==> src/rtl/spm_pkg.sv <==
// Shared constants and state encoding for the SPM operand sequencer and its timer.
package spm_pkg;

    localparam int DATA_W           = 32;
    localparam int FLOAT_EXP_MSB    = 30;
    localparam int FLOAT_EXP_LSB    = 23;
    localparam int WORDS_PER_NEURON = 4;

    localparam int F_A1 = 0;
    localparam int F_W1 = 1;
    localparam int F_B1 = 2;
    localparam int F_W2 = 3;

    typedef enum logic [1:0] {
        ST_LOAD = 2'd0,
        ST_WAIT = 2'd1,
        ST_DONE = 2'd2
    } seq_state_t;

    // All-ones exponent marks NaN or +/-Inf.
    function automatic logic is_nan_inf(input logic [DATA_W-1:0] f);
        return &f[FLOAT_EXP_MSB:FLOAT_EXP_LSB];
    endfunction

endpackage

==> src/rtl/spm_latency_timer.sv <==
// Loadable down-counter: i_start loads COMPUTE_CYCLES, o_done pulses for the
// cycle whose closing edge is the COMPUTE_CYCLES-th edge after the start edge.
module spm_latency_timer #(
    parameter int COMPUTE_CYCLES = 24
) (
    input  logic clk,
    input  logic areset,
    input  logic i_start,
    output logic o_done
);

    localparam int CNT_W = $clog2(COMPUTE_CYCLES + 1);

    logic [CNT_W-1:0] r_cnt;

    always_ff @(posedge clk) begin
        if (!areset) begin
            r_cnt <= '0;
        end else if (i_start) begin
            r_cnt <= CNT_W'(COMPUTE_CYCLES);
        end else if (r_cnt != '0) begin
            r_cnt <= r_cnt - 1'b1;
        end
    end

    assign o_done = (r_cnt == CNT_W'(1));

endmodule

==> src/rtl/spm_operand_sequencer.sv <==
// Streams 4*NUM_NEURONS float operands into a shadow set, commits them atomically to the
// SPM inputs, waits the compute latency and returns the result. Option: SPM_SEQ_NAN_FLAG_EN.
module spm_operand_sequencer
    import spm_pkg::*;
#(
    parameter int NUM_NEURONS    = 3,
    parameter int DATA_W         = spm_pkg::DATA_W,
    parameter int COMPUTE_CYCLES = 24
) (
    input  logic                          clk,
    input  logic                          areset,
    input  logic                          s_valid,
    output logic                          s_ready,
    input  logic [DATA_W-1:0]             s_data,
    output logic [NUM_NEURONS*DATA_W-1:0] o_a1,
    output logic [NUM_NEURONS*DATA_W-1:0] o_w1,
    output logic [NUM_NEURONS*DATA_W-1:0] o_b1,
    output logic [NUM_NEURONS*DATA_W-1:0] o_w2,
    input  logic [DATA_W-1:0]             i_result,
    output logic                          m_valid,
    input  logic                          m_ready,
    output logic [DATA_W-1:0]             m_result,
`ifdef SPM_SEQ_NAN_FLAG_EN
    output logic                          o_nan_inf,
`endif
    output logic                          busy
);

    localparam int NUM_WORDS = WORDS_PER_NEURON * NUM_NEURONS;
    localparam int CNT_W     = $clog2(NUM_WORDS);
    localparam logic [CNT_W-1:0] LAST_IDX = CNT_W'(NUM_WORDS - 1);

    seq_state_t r_state;
    seq_state_t w_state_next;

    logic [CNT_W-1:0]                  r_word_cnt;
    logic                              r_s_ready;
    logic                              r_m_valid;
    logic [DATA_W-1:0]                 r_m_result;
    logic [NUM_WORDS-2:0][DATA_W-1:0]  r_shadow;
    logic [NUM_WORDS-1:0][DATA_W-1:0]  r_ops;
    logic [NUM_WORDS-1:0][DATA_W-1:0]  w_set;

    logic w_accept;
    logic w_commit;
    logic w_timer_done;
    logic w_capture;
    logic w_result_taken;

    assign w_accept       = s_valid && r_s_ready;
    assign w_commit       = w_accept && (r_word_cnt == LAST_IDX);
    assign w_capture      = (r_state == ST_WAIT) && w_timer_done;
    assign w_result_taken = r_m_valid && m_ready;

    spm_latency_timer #(
        .COMPUTE_CYCLES (COMPUTE_CYCLES)
    ) u_timer (
        .clk     (clk),
        .areset  (areset),
        .i_start (w_commit),
        .o_done  (w_timer_done)
    );

    // The final word bypasses the shadow so the whole set lands on the commit edge.
    genvar gi;
    generate
        for (gi = 0; gi < NUM_WORDS; gi++) begin : g_set
            if (gi == NUM_WORDS - 1) begin : g_last
                assign w_set[gi] = s_data;
            end else begin : g_shadow
                assign w_set[gi] = r_shadow[gi];
            end
        end
    endgenerate

    always_comb begin
        w_state_next = r_state;
        unique case (r_state)
            ST_LOAD: if (w_commit)       w_state_next = ST_WAIT;
            ST_WAIT: if (w_timer_done)   w_state_next = ST_DONE;
            ST_DONE: if (w_result_taken) w_state_next = ST_LOAD;
            default:                     w_state_next = ST_LOAD;
        endcase
    end

    always_ff @(posedge clk) begin
        if (!areset) begin
            r_state    <= ST_LOAD;
            r_word_cnt <= '0;
            r_s_ready  <= 1'b1;
        end else begin
            r_state    <= w_state_next;
            r_s_ready  <= (w_state_next == ST_LOAD);
            if (w_commit) begin
                r_word_cnt <= '0;
            end else if (w_accept) begin
                r_word_cnt <= r_word_cnt + 1'b1;
            end
        end
    end

    always_ff @(posedge clk) begin
        if (!areset) begin
            r_shadow <= '0;
        end else begin
            for (int k = 0; k < NUM_WORDS - 1; k++) begin
                if (w_accept && (r_word_cnt == CNT_W'(k))) begin
                    r_shadow[k] <= s_data;
                end
            end
        end
    end

    always_ff @(posedge clk) begin
        if (!areset) begin
            r_ops <= '0;
        end else if (w_commit) begin
            r_ops <= w_set;
        end
    end

    always_ff @(posedge clk) begin
        if (!areset) begin
            r_m_valid  <= 1'b0;
            r_m_result <= '0;
        end else if (w_capture) begin
            r_m_valid  <= 1'b1;
            r_m_result <= i_result;
        end else if (w_result_taken) begin
            r_m_valid  <= 1'b0;
        end
    end

`ifdef SPM_SEQ_NAN_FLAG_EN
    logic r_nan_inf;

    always_ff @(posedge clk) begin
        if (!areset) begin
            r_nan_inf <= 1'b0;
        end else if (w_capture) begin
            r_nan_inf <= is_nan_inf(i_result);
        end else if (w_result_taken) begin
            r_nan_inf <= 1'b0;
        end
    end

    assign o_nan_inf = r_nan_inf;
`endif

    // Word k of a set belongs to neuron k/4, field k%4.
    generate
        for (gi = 0; gi < NUM_NEURONS; gi++) begin : g_neuron
            assign o_a1[gi*DATA_W +: DATA_W] = r_ops[gi*WORDS_PER_NEURON + F_A1];
            assign o_w1[gi*DATA_W +: DATA_W] = r_ops[gi*WORDS_PER_NEURON + F_W1];
            assign o_b1[gi*DATA_W +: DATA_W] = r_ops[gi*WORDS_PER_NEURON + F_B1];
            assign o_w2[gi*DATA_W +: DATA_W] = r_ops[gi*WORDS_PER_NEURON + F_W2];
        end
    endgenerate

    assign s_ready  = r_s_ready;
    assign m_valid  = r_m_valid;
    assign m_result = r_m_result;
    assign busy     = (r_state != ST_LOAD);

endmodule
==> config.mk <==
export PLATFORM = sky130hd
export DESIGN_NAME = spm_operand_sequencer
export DESIGN_NICKNAME = d
export VERILOG_FILES = /design/src/rtl/spm_pkg.sv /design/src/rtl/spm_latency_timer.sv /design/src/rtl/spm_operand_sequencer.sv
export SDC_FILE = /design/constraint.sdc
export NUM_CORES = 1
export LEC_CHECK = 0
export BUFFER_PORTS_ARGS = -buffer_cell sky130_fd_sc_hd__buf_2
export CAP_MARGIN = 25
export CORE_MARGIN = 5
export CORE_UTILIZATION = 33
export CTS_CLUSTER_DIAMETER = 120
export DETAILED_ROUTE_END_ITERATION = 12
export SKIP_LAST_GASP = 1
export SYNTH_ARGS = -nofsm -noshare
export SYNTH_HDL_FRONTEND = slang
export SYNTH_SLANG_ARGS = --single-unit
==> constraint.sdc <==
create_clock -name clk -period 3.3 [get_ports clk]
set_input_delay 0 -clock clk [delete_from_list [all_inputs] [get_ports clk]]
set_output_delay 0 -clock clk [all_outputs]
set_load 0.02 [all_outputs]
### After elaboration in Yosys (flattened, before gate mapping)

Cells that the tools add are included.

| word-level totals | value |
|---|---|
| word-level logic and storage cells | 78 |
| bits of input ports | 68 |
| register bits after elaboration | 781 |

| cells by class | value |
|---|---|
| eq/ne operators | 14 |
| multiplexer cells | 8 |
| add/sub/neg operators | 2 |
| reductions and logical operators | 23 |
| bitwise gates (word level) | 1 |

Operator list:

| cell | number |
|---|---|
| $eq 4x3->1 const B | 4 |
| $eq 4x4->1 const B | 4 |
| $logic_and 1x1->1 | 15 |
| $mux 5 | 2 |
| $eq 4x2->1 const B | 2 |
| $mux 2 | 3 |
| $pmux 2 s3 | 1 |
| $reduce_bool 2->1 | 3 |
| $eq 5x1->1 const B | 1 |
| $reduce_bool 5->1 | 1 |
| $sub 5x1->5 const B | 1 |
| $add 4x1->4 const B | 1 |
| $eq 4x1->1 const B | 1 |
| $logic_not 2->1 | 2 |
| $logic_not 4->1 | 1 |
| $eq 2x1->1 const B | 1 |
| $eq 2x2->1 const B | 1 |
| $mux 1 | 2 |
| $reduce_or 2->1 | 1 |
| $not 1->1 | 1 |

### Logic depth before layout (Yosys ltp)

Gate-level depths: netlist of the first run.

| logic depth | value |
|---|---|
| word-level depth | 5 |
| gate-level depth with buffers | 7 |
| depth with buffers taken out | 5 |

### Cells and area by module

A second synthesis of the first run with hierarchy kept.

| second synthesis, totals | value |
|---|---|
| cells, all modules | 2667 |
| area total of the unflattened synthesis | 27855.5 um^2 |

Modules (own cells, without submodules):

| module | area each (um^2) | sequential area each (um^2) | instances | cells an instance |
|---|---|---|---|---|
| spm_operand_sequencer | 27594.0 | 15534.9 | 1 | 2639 |
| spm_latency_timer | 261.5 | 100.1 | 1 | 28 |

### Worst setup path before layout of the first run

No wires, ideal clock.

| path | value |
|---|---|
| path kind | reg-to-reg |
| start point | reg r_s_ready, in the netlist s_ready |
| end point | reg r_state[0] |
| cell stages (with the launch flop) | 6 |
| buffers on the path | 2 |
| arrival time | 1.559 ns |
| setup slack | 1.642 ns |
| required time | 3.200 ns |
| cells stage by stage | dfxtp_1 nand3_1 or2_1 buf_2 buf_6 a2111oi_4 |

| between the ends | value |
|---|---|
| cells in the longest elaborated chain, start to end | 4 |

RTL lines:

| what | line | RTL |
|---|---|---|
| start, declared | spm_operand_sequencer.sv:37 | `logic r_s_ready;` |
| start signal, assigned | spm_operand_sequencer.sv:93 | `r_s_ready <= (w_state_next == ST_LOAD);` |
| $logic_and 1x1->1 | spm_operand_sequencer.sv:50 | `assign w_accept = s_valid && r_s_ready;` |
| $logic_and 1x1->1 | spm_operand_sequencer.sv:51 | `assign w_commit = w_accept && (r_word_cnt == LAST_IDX);` |
| $mux 2 | spm_operand_sequencer.sv:79 | `ST_LOAD: if (w_commit) w_state_next = ST_WAIT;` |
| $pmux 2 s3 | spm_operand_sequencer.sv:78 | `unique case (r_state)` |
| end signal, assigned | spm_operand_sequencer.sv:92 | `r_state <= w_state_next;` |
| end, declared | spm_operand_sequencer.sv:33 | `seq_state_t r_state;` |

No other way between the ends.
A chain may end at the register's enable or synchronous reset.

### Worst setup path in the final report of the first run

| path | value |
|---|---|
| start point | reg r_word_cnt[0] |
| end point | reg r_ops, in the netlist o_b1[94] |

| between the ends | value |
|---|---|
| cells in the longest elaborated chain, start to end | 2 |

RTL lines:

| what | line | RTL |
|---|---|---|
| start, declared | spm_operand_sequencer.sv:36 | `logic [CNT_W-1:0] r_word_cnt;` |
| start signal, assigned | spm_operand_sequencer.sv:97 | `r_word_cnt <= r_word_cnt + 1'b1;` |
| $eq 4x4->1 | spm_operand_sequencer.sv:51 |  |
| $logic_and 1x1->1 | spm_operand_sequencer.sv:51 |  |
| end signal, assigned | spm_operand_sequencer.sv:118 | `r_ops <= w_set;` |
| end, declared | spm_operand_sequencer.sv:41 | `logic [NUM_WORDS-1:0][DATA_W-1:0] r_ops;` |

No other way between the ends.

==> flow_metrics.env, run 1 <==
export IMPL_status="complete, no violations"
export IMPL_post_route_min_period_ns=2.282
export IMPL_final_common_cell="nand2_1"
export IMPL_path_cells="ha_1 -> nand3_1 -> or2_4 -> buf_12 -> buf_4 -> mux2i_1"
export IMPL_clockBufferDepth=3
export IMPL_overflow=0
export IMPL_regArea_sq_mm=0.01564
export IMPL_avgSynthCellArea_sq_um=10.52
export IMPL_required_ns=3.85
export IMPL_critPathMaxStageDelay_ns=0.48
export IMPL_die_h_um=301.5
export IMPL_whs_endpoint="m_result[24]$_SDFFE_PN0P_"
export IMPL_cts_root_buf="clkbuf_16"
export IMPL_yosysSeqAreaShare_pct=55.75
export IMPL_grt_max_degree=180
export IMPL_p_int_uw=15700
export IMPL_area_growth_pct=24.95
export IMPL_reg2reg_setup_slack_ns=1.02
export IMPL_end_kind="register"
export IMPL_vias=19962
export IMPL_maxCapViolations=0
export IMPL_rr_startpoint="r_word_cnt[0]$_SDFFE_PP0P_"
export IMPL_wirelength_um=87780
export IMPL_grt_setup_unrepaired="no"
export IMPL_detail_route_antenna_nets=0
export IMPL_synth_warnings=0
export IMPL_multiInputGateArea_sq_mm=0.01137
export IMPL_die_w_um=301.5
export IMPL_maxSlewViolCount=0
export IMPL_min_path_cells=4
export IMPL_ir_drop_uv=329.4
export IMPL_skew_ns=0.01651
export IMPL_final_area_sq_mm=0.03504
export IMPL_critPathSlowestCell="or2_4"
export IMPL_synth_cells=2666
export IMPL_fin_crit_sh_pct=69.14
export IMPL_pwr_share_clk_pct=48.2
export IMPL_swShare_pct=22.54
export IMPL_worst_path_buf_inv=2
export IMPL_worst_path_max_fanout=22
export IMPL_row_count=107
export IMPL_power_density_mw_per_mm2=578.3
export IMPL_die_area_sq_mm=0.09092
export IMPL_hold_class="primary input to register"
export IMPL_finalSetupTns_ns=0
export IMPL_insertion_delay_ns=0.62
export IMPL_finalHoldViolations=0
export IMPL_wl_per_cell_um=20.11
export IMPL_criticalPathCategory="register to register"
export IMPL_cp_start_kind="register"
export IMPL_cts_buffers=84
export IMPL_total_leakage_power_uw=0.01718
export IMPL_nets=3233
export IMPL_seqPwrFrac_pct=47.3
export IMPL_worst_pin_slew_ns=1.080
export IMPL_max_slew_margin_rel_pct=27.81
export IMPL_p_sw_uw=4569
export IMPL_cts_htree_levels=3
export IMPL_track_usage_pct=18.44
export IMPL_io_buffers=486
export IMPL_antenna_found_initial=2
export IMPL_layout_common_cells="nand2_1, dfxtp_1, mux2i_1"
export IMPL_fmax_mhz=438.3
export IMPL_path_depth=6
export IMPL_drive_gt1_share_pct=21.86
export IMPL_clock_sinks=781
export IMPL_cts_tree="done"
export IMPL_via_per_inst=4.573
export IMPL_setup_viol=0
export IMPL_coreArea_sq_mm=0.08475
export IMPL_gp_congestion=0.7571
export IMPL_dpl_instance_area_sq_mm=0.03155
export IMPL_num_io_pins=487
export IMPL_hold_path_startpoint="i_result[24]"
export IMPL_drt_first_pass_iters=5
export IMPL_hpwl_um=54680
export IMPL_synth_area_sq_mm=0.02805
export IMPL_combPwrFrac_pct=4.5
export IMPL_r2r_end="o_b1[94]$_SDFFE_PN0P_"
export IMPL_grt_pass1_vias=19294
export IMPL_syn_num_nets=2741
export IMPL_synth_seq_cells=781
export IMPL_drc=0
export IMPL_synth_cell_types=32
export IMPL_grt_pass1_wl_um=126200
export IMPL_r2r_cells=6
export IMPL_nFillCells=8245
export IMPL_cp_data_arrival_time_ns=2.83
export IMPL_drt_initial_drc_count=1346
export IMPL_clk_pin_slew_ns=0.06
export IMPL_cp_top_family="simple AND/OR/NAND/NOR gates"
export IMPL_start_util_pct=33.10
[worst max path at each step]
| stage | end | slack [ns] | from |
|---|---|---|---|
| 4_1_cts | o_b1[82]$_SDFFE_PN0P_ | 0.98 | r_word_cnt[0]$_SDFFE_PP0P_ |
| 3_5_place_dp | o_w1[83]$_SDFFE_PN0P_ | 1.01 | r_word_cnt[0]$_SDFFE_PP0P_ |
| 5_1_grt | o_w1[83]$_SDFFE_PN0P_ | 0.89 | r_word_cnt[0]$_SDFFE_PP0P_ |
| 6_report | o_b1[94]$_SDFFE_PN0P_ | 1.02 | r_word_cnt[0]$_SDFFE_PP0P_ |
| 2_1_floorplan | r_state[0]$_SDFF_PN0_ | 1.64 | s_ready$_SDFF_PN1_ |
| 3_3_place_gp | o_w2[85]$_SDFFE_PN0P_ | 1.04 | r_word_cnt[0]$_SDFFE_PP0P_ |
[tightest hold or removal path: stages]
cell and delay (ns):
dlygate4sd3_1 0.53, buf_2 0.12, nand2_1 0.05, mux2i_1 0.05
[cells in the mapped netlist (all sizes together)]
library cell  count  area share, %
a2111oi           1          0.098
a211oi            1          0.027
a21oi             4          0.071
a31oi             1          0.022
and2              1          0.022
and3              3          0.067
buf              86            2.4
clkbuf          122            1.6
dfxtp           781             56
ha                7           0.31
inv               6          0.080
mux2i           769             27
nand2           837             11
nand2b            4          0.089
nand3             9           0.16
nand3b            1          0.027
nor2             13           0.17
nor2b             2          0.045
nor3              5          0.089
nor3b             1          0.027
nor4b             1          0.031
o21a              2          0.054
o21ai             2          0.036
o31ai             1          0.027
or2               2          0.045
or3               1          0.022
or4b              1          0.036
xnor2             2          0.062
[what timing repair did]
item	4_1_cts	5_1_grt
endpoints found under the hold margin	366	0
resized for setup	0	0
hold buffers	61	0
setup buffers	0	0
[power groups by stage]
stage / clock (uW) / combinational (uW) / sequential (uW)
after floorplan: 0 / 500 / 9770
after detailed placement: 0 / 872 / 9790
after global routing: 10400 / 986 / 9580
after global placement: 0 / 867 / 9780
final: 9770 / 917 / 9580
after CTS: 10100 / 930 / 9580
[logic make-up (layout without fill, tap and decap cells)]
kind of cell / after synthesis / in the layout / share of synthesized area [%]
XOR/XNOR: 2 / 2 / 0.06247
AO/OA/AOI/OAI: 12 / 12 / 0.3346
other: 0 / 1 / 0
buffers and inverters: 214 / 768 / 4.064
flip-flops: 781 / 781 / 55.75
adder cells (fa/ha/maj): 7 / 7 / 0.3123
multiplexers: 769 / 769 / 27.44
AND/OR/NAND/NOR: 881 / 881 / 12.04
[registers in the layout, summed over array words and instances, names as in the netlist]
signal	cells
m_valid	1
m_result	32
o_a1	96
o_b1	96
r_state	2
r_shadow	352
r_word_cnt	4
o_w2	96
o_w1	96
u_timer.r_cnt	5
s_ready	1
[per-layer routing]
| metal | vias to the layer above | track usage (%) | wire length (um) |
|---|---|---|---|
| li1 | 9797 | - | - |
| met1 | 9579 | 22.95 | 37110 |
| met2 | 485 | 32.52 | 43730 |
| met3 | 99 | 3.808 | 5184 |
| met4 | 2 | 4.899 | 1737 |
| met5 | - | 0 | 7 |
[final cells by class]
| type | count | area share [%] |
|---|---|---|
| well taps | 1144 | 4.084 |
| clock inverters | 24 | 1.153 |
| inverters | 6 | 0.06426 |
| flip-flops and latches | 781 | 44.61 |
| clock buffers | 124 | 7.083 |
| repair buffers | 614 | 10.56 |
| multi-input cells | 1671 | 32.43 |
| diodes | 1 | 0.007141 |
[stage by stage]
stage / worst slack (ns) / utilization (%) / power (uW) / std cells / hold WS, ns
final: 1.018 / 41.35 / 20270 / 4365 / 0.1680
after detailed placement: 1.010 / 37.22 / 10660 / 4155 / 0.2558
after global placement: 1.038 / 37.19 / 10650 / 4154 / 0.2527
after floorplan: 1.642 / - / 10270 / 2666 / 0.1422
after CTS: 0.9803 / 41.35 / 20560 / 4364 / 0.1102
after global routing: 0.8867 / 41.35 / 21010 / 4364 / 0.1520
Power figures use the tool's default switching activity.
==> run 2: changes to the inputs <==
- ABC_AREA: default -> 1
- clock period: 3.3 -> 2.3 ns (I/O delays scaled with it)
==> flow_metrics.env, run 2 <==
export IMPL_status="complete, no violations"
export IMPL_synth_edf_count=0
export IMPL_cp_data_arrival_time_ns=2.68
export IMPL_drive_gt1_share_pct=17.93
export IMPL_setup_viol=0
export IMPL_top_register="r_shadow"
export IMPL_r2r_end="o_b1[25]$_SDFFE_PN0P_"
export IMPL_track_usage_pct=21.06
export IMPL_path_cells="ha_1 -> inv_1 -> nor2_2 -> nand2_8 -> inv_8 -> buf_12 -> buf_12 -> nor2_1 -> nor2_1"
export IMPL_syn_num_nets=3553
export IMPL_dpl_instance_area_sq_mm=0.03059
export IMPL_synth_cell_types=21
export IMPL_critPathSlowestCell="dfxtp_1"
export IMPL_clock_sinks=781
export IMPL_drc=0
export IMPL_worst_pin_slew_ns=0.8777
export IMPL_required_ns=2.86
export IMPL_cts_tree="done"
export IMPL_synth_cells=3478
export IMPL_grt_setup_unrepaired="no"
export IMPL_rr_startpoint="r_word_cnt[1]$_SDFFE_PP0P_"
export IMPL_nFillCells=8350
export IMPL_cts_buffers=84
export IMPL_synth_main_ff_cell="dfxtp_1"
export IMPL_yosys_top_cells_count="nor2_1, dfxtp_1, o21ai_0, clkbuf_1, buf_2"
export IMPL_total_leakage_power_uw=0.01405
export IMPL_r2r_cells=9
export IMPL_skew_ns=0.03219
export IMPL_clk_pin_slew_ns=0.06
export IMPL_hpwl_um=59570
export IMPL_cp_start_kind="register"
export IMPL_antenna_found_initial=14
export IMPL_cts_htree_levels=3
export IMPL_layout_common_cells="nor2_1, dfxtp_1, o21ai_0"
export IMPL_via_per_inst=4.782
export IMPL_io_buffers=486
export IMPL_synth_seq_cells=781
export IMPL_start_util_pct=33.11
export IMPL_synth_warnings=0
export IMPL_clockBufferDepth=3
export IMPL_finalHoldViolations=0
export IMPL_drt_first_pass_iters=7
export IMPL_grt_pass1_wl_um=140600
export IMPL_num_io_pins=487
export IMPL_maxCapViolations=0
export IMPL_criticalPathCategory="register to register"
export IMPL_row_count=105
export IMPL_coreArea_sq_mm=0.08172
export IMPL_hold_path_startpoint="s_data[5]"
export IMPL_die_h_um=296.4
export IMPL_wirelength_um=96340
export IMPL_grt_pass1_vias=22366
export IMPL_synth_top_area_share_pct=57.78
export IMPL_drt_initial_drc_count=2113
export IMPL_die_w_um=296.4
export IMPL_finalPower_uw=29720
export IMPL_fin_crit_sh_pct=92.16
export IMPL_synth_area_sq_mm=0.02706
export IMPL_largest_register_ffs=352
export IMPL_ys_top_cells_by_area="dfxtp_1, nor2_1, o21ai_0"
export IMPL_critPathMaxStageDelay_ns=0.42
export IMPL_reg2reg_setup_slack_ns=0.18
export IMPL_end_kind="register"
export IMPL_yosysMostFrequentCell="nor2_1"
export IMPL_gp_congestion=0.7673
export IMPL_overflow=0
export IMPL_max_slew_margin_rel_pct=41.49
export IMPL_synth_top_cell_by_area="dfxtp_1"
export IMPL_min_path_cells=3
export IMPL_final_common_cell="nor2_1"
export IMPL_area_growth_pct=25.95
export IMPL_vias=24179
export IMPL_cts_root_buf="clkbuf_16"
export IMPL_yosysSeqAreaShare_pct=57.78
export IMPL_hold_class="primary input to register"
export IMPL_async_flop_share_pct=0
export IMPL_worst_path_max_fanout=35
export IMPL_power_density_mw_per_mm2=872.0
export IMPL_post_route_min_period_ns=2.120
export IMPL_cts_resized=0
export IMPL_die_area_sq_mm=0.08783
export IMPL_wl_per_cell_um=19.05
export IMPL_fmax_mhz=471.8
export IMPL_maxSlewViolCount=0
export IMPL_whs_endpoint="r_shadow[37]$_SDFFE_PN0P_"
export IMPL_detail_route_antenna_nets=0
export IMPL_avgSynthCellArea_sq_um=7.780
export IMPL_finalSetupTns_ns=0
export IMPL_insertion_delay_ns=0.63
export IMPL_nets=3981
export IMPL_grt_max_degree=94
export IMPL_final_area_sq_mm=0.03408
export IMPL_ir_drop_uv=548.8
export IMPL_final_util_pct=41.71
## run 2: cell types whose count changed in the layout (fill, tap and decap cells not counted), moves of 14 or more
cell / change
a21oi_1: +35
buf_12: +14
inv_1: +22
mux2i_1: -769
nand2_1: -771
nand4_1: +33
nor2_1: +1482
o21ai_0: +731
## run 2: where the power goes
| part | leakage [uW] | internal (uW) | switching (uW) |
|---|---|---|---|
| logic | 0.00631 | 503 | 1230 |
| registers | 0.00630 | 13700 | 93.8 |
| clock network | 0.00143 | 8470 | 5720 |
## run 2: how the worst max path moves through the flow
stage | startpoint | to | slack [ns] | cells past startpoint
6_report | r_word_cnt[1]$_SDFFE_PP0P_ | o_b1[25]$_SDFFE_PN0P_ | 0.18 | 9
5_1_grt | r_word_cnt[1]$_SDFFE_PP0P_ | o_b1[25]$_SDFFE_PN0P_ | 0.01 | 9
4_1_cts | r_word_cnt[1]$_SDFFE_PP0P_ | o_b1[25]$_SDFFE_PN0P_ | 0.17 | 9
3_5_place_dp | r_word_cnt[1]$_SDFFE_PP0P_ | o_b1[46]$_SDFFE_PN0P_ | 0.17 | 9
3_3_place_gp | r_word_cnt[1]$_SDFFE_PP0P_ | o_b1[75]$_SDFFE_PN0P_ | 0.21 | 8
2_1_floorplan | u_timer.r_cnt[1]$_SDFFE_PP0P_ | m_result[10]$_SDFFE_PN0P_ | 0.78 | 8
## run 2: cell type report
type / count / area (sq um) / area share [%]
diodes: 10 / 25.02 / 0.07342
clock buffers: 127 / 2496 / 7.324
clock inverters: 29 / 436.7 / 1.281
inverters: 31 / 123.9 / 0.3635
multi-input cells: 2386 / 10130 / 29.72
flip-flops and latches: 781 / 15640 / 45.88
well taps: 1070 / 1339 / 3.928
repair buffers: 622 / 3896 / 11.43
## run 2: routing by layer
layer  routed length [um]  vias up  global-route usage (%)
li1                     -    12034                       -
met1                39450    11210                   26.18
met2                45940      771                   35.31
met3                 7344      164                   5.084
met4                 3610        0                   8.594
met5                    0        -                       0
## run 2: worst max-delay path, delay by kind of cell (launching register included)
kind,cells,cell delay [ns]
simple gates,4,0.74
buf+inv,4,0.68
fa+ha+maj,1,0.17
flops,1,0.42
## run 2: logic make-up after synthesis
family          count (synthesis)  synth area share [%]
simple gates                 1599                 22.61
flops                         781                 57.78
compound gates                779                 14.41
buf+inv                       311                 4.846
fa+ha+maj                       7                0.3237
xor+xnor                        1               0.03237
## run 2: what timing repair did
item,in CTS,in global routing
hold buffers,53,0
endpoints found under the hold margin,243,0
buffers inserted,0,0
## run 2: per-stage QoR
stage | cells | hold WS [ns] | worst slack [ns]
after floorplan | 3478 | 0.1633 | 0.7788
after global placement | 4837 | 0.2676 | 0.2097
after detailed placement | 4837 | 0.2806 | 0.1731
after CTS | 5046 | 0.0006157 | 0.1661
after global routing | 5048 | 0.008489 | 0.01146
final | 5056 | 0.04192 | 0.1803
==> run 3: changes to the inputs <==
- CORE_UTILIZATION: 33 -> 55
- PLACE_DENSITY: default -> 0.79
==> flow_metrics.env, run 3 (synthesis results as in run 2) <==
export IMPL_final_common_cell="nor2_1"
export IMPL_die_h_um=231.8
export IMPL_place_ws_ns=0.1862
export IMPL_gp_congestion=0.8505
export IMPL_grtUsageMet2_pct=50.69
export IMPL_grtUsageMet1_pct=39.33
export IMPL_setup_viol=0
export IMPL_nets=3971
export IMPL_cts_setup_buffers=0
export IMPL_status="complete, no violations"
export IMPL_path_cells="ha_1 -> inv_1 -> nor2_2 -> nand2_8 -> clkinv_8 -> buf_12 -> nor2_1 -> nor2_1"
export IMPL_cp_common_cell="nor2_1"
export IMPL_total_leakage_power_uw=0.01376
export IMPL_critPathMaxStageDelay_ns=0.41
export IMPL_wl_per_cell_um=18.95
export IMPL_ir_drop_uv=703.0
export IMPL_track_usage_pct=30.97
export IMPL_drc=0
export IMPL_cts_htree_levels=3
export IMPL_cts_root_buf="clkbuf_16"
export IMPL_skew_ns=0.02085
export IMPL_worst_pin_slew_ns=0.7228
export IMPL_grt_setup_unrepaired="no"
export IMPL_fmax_mhz=460.8
export IMPL_busiest_layer="met2"
export IMPL_grt_pass1_wl_um=130400
export IMPL_drive_gt1_share_pct=17.13
export IMPL_grt_pass1_vias=22533
export IMPL_maxCapViolations=0
export IMPL_worst_path_max_fanout=65
export IMPL_drt_first_pass_iters=5
export IMPL_layout_common_cells="nor2_1, dfxtp_1, o21ai_0"
export IMPL_required_ns=2.82
export IMPL_coreArea_sq_mm=0.04885
export IMPL_rr_startpoint="r_word_cnt[1]$_SDFFE_PP0P_"
export IMPL_drt_initial_drc_count=2541
export IMPL_critPathSlowestCell="dfxtp_1"
export IMPL_overflow=0
export IMPL_top_register="r_shadow"
export IMPL_fin_crit_sh_pct=94.35
export IMPL_end_kind="register"
export IMPL_r2r_cells=8
export IMPL_detail_route_antenna_nets=0
export IMPL_grt_max_degree=111
export IMPL_finalSetupTns_ns=0
export IMPL_whs_endpoint="r_shadow[55]$_SDFFE_PN0P_"
export IMPL_die_w_um=231.8
export IMPL_use_met3_pct=6.811
export IMPL_post_route_min_period_ns=2.170
export IMPL_hold_class="primary input to register"
export IMPL_r2r_end="o_w1[12]$_SDFFE_PN0P_"
export IMPL_reg2reg_setup_slack_ns=0.13
export IMPL_largest_register_ffs=352
export IMPL_power_density_mw_per_mm2=835.8
export IMPL_io_buffers=486
export IMPL_clockBufferDepth=3
export IMPL_min_path_cells=3
export IMPL_num_io_pins=487
export IMPL_hold_path_startpoint="s_data[23]"
export IMPL_cp_top_family="simple AND/OR/NAND/NOR gates"
export IMPL_area_growth_pct=21.84
export IMPL_clock_sinks=781
export IMPL_finalHoldViolations=0
export IMPL_cp_start_kind="register"
export IMPL_final_area_sq_mm=0.03297
export IMPL_dpl_instance_area_sq_mm=0.02988
export IMPL_insertion_delay_ns=0.61
export IMPL_worst_path_buf_inv=3
export IMPL_wirelength_um=87640
export IMPL_antenna_found_initial=7
export IMPL_cts_buffers=76
export IMPL_cp_data_arrival_time_ns=2.69
export IMPL_hpwl_um=52850
export IMPL_row_count=81
export IMPL_start_util_pct=55.39
export IMPL_criticalPathCategory="register to register"
export IMPL_cts_tree="done"
export IMPL_clk_pin_slew_ns=0.06
export IMPL_die_area_sq_mm=0.05374
export IMPL_via_per_inst=5.369
export IMPL_vias=24830
export IMPL_worst_slack_ns=0.1299
export IMPL_max_slew_margin_rel_pct=51.75
export IMPL_maxSlewViolCount=0
## run 3: cell types whose count changed in the layout (fill, tap and decap cells not counted), sizes merged, moves of 3 or more
cell / before / now
inv: 35 / 32
buf: 569 / 555
bufinv: 8 / 0
diode: 10 / 4
dlygate4sd3: 53 / 65
clkbuf: 127 / 121
## run 3: what timing repair did
item,4_1_cts,5_1_grt
gates resized for setup,0,1
hold endpoints to repair,308,0
hold buffers,65,0
endpoints found under the setup margin,0,3
## run 3: worst max path at each step
stage	startpoint	endpoint	slack (ns)	cells after the start
finish	r_word_cnt[1]$_SDFFE_PP0P_	o_w1[12]$_SDFFE_PN0P_	0.13	8
global route	r_word_cnt[1]$_SDFFE_PP0P_	o_w1[12]$_SDFFE_PN0P_	0.01	8
global placement	r_word_cnt[1]$_SDFFE_PP0P_	o_b1[46]$_SDFFE_PN0P_	0.27	8
detailed placement	r_word_cnt[1]$_SDFFE_PP0P_	o_b1[45]$_SDFFE_PN0P_	0.19	8
CTS	r_word_cnt[1]$_SDFFE_PP0P_	o_w1[76]$_SDFFE_PN0P_	0.14	8
floorplan	u_timer.r_cnt[1]$_SDFFE_PP0P_	m_result[10]$_SDFFE_PN0P_	0.78	8
## run 3: metal layers
metal	share of wire [%]	wire, um	vias up
met5	0.015	13	-
met4	5.2	4537	2
met3	10	8808	215
met2	46	40710	1176
met1	38	33570	11474
li1	-	-	11963
## run 3: tightest hold or removal path, delay by kind of cell
kind,cells,cell delay (ns)
buffers and inverters,1,0.33
AND/OR/NAND/NOR,1,0.04
AO/OA/AOI/OAI,1,0.25
## run 3: final cells by class
cell class	instances	area (sq um)
fillers	4012	15880
flip-flops and latches	781	15640
multi-input cells	2386	10130
repair buffers	620	3811
clock buffers	121	2295
well taps	664	830.8
clock inverters	18	128.9
inverters	31	128.9
diodes	4	10.01
## run 3: stage by stage
stage | power [uW] | utilization (%) | hold slack (ns) | std cells
detailed placement | 15620 | 61.17 | 0.2819 | 4417
floorplan | 15080 | - | 0.1633 | 3478
global placement | 15600 | 61.17 | 0.2661 | 4417
finish | 27560 | 67.49 | 0.05603 | 4625
CTS | 27590 | 67.46 | 0.001656 | 4621
global route | 28410 | 67.47 | 0.04497 | 4621
## run 3: power by group
part | switching, uW | leakage [uW] | total, uW | internal [uW]
combinational | 1190 | 0.00627 | 1690 | 498
sequential | 96.1 | 0.00630 | 13800 | 13700
clock | 5200 | 0.00119 | 12100 | 6870
total | 6490 | 0.0138 | 27600 | 21100
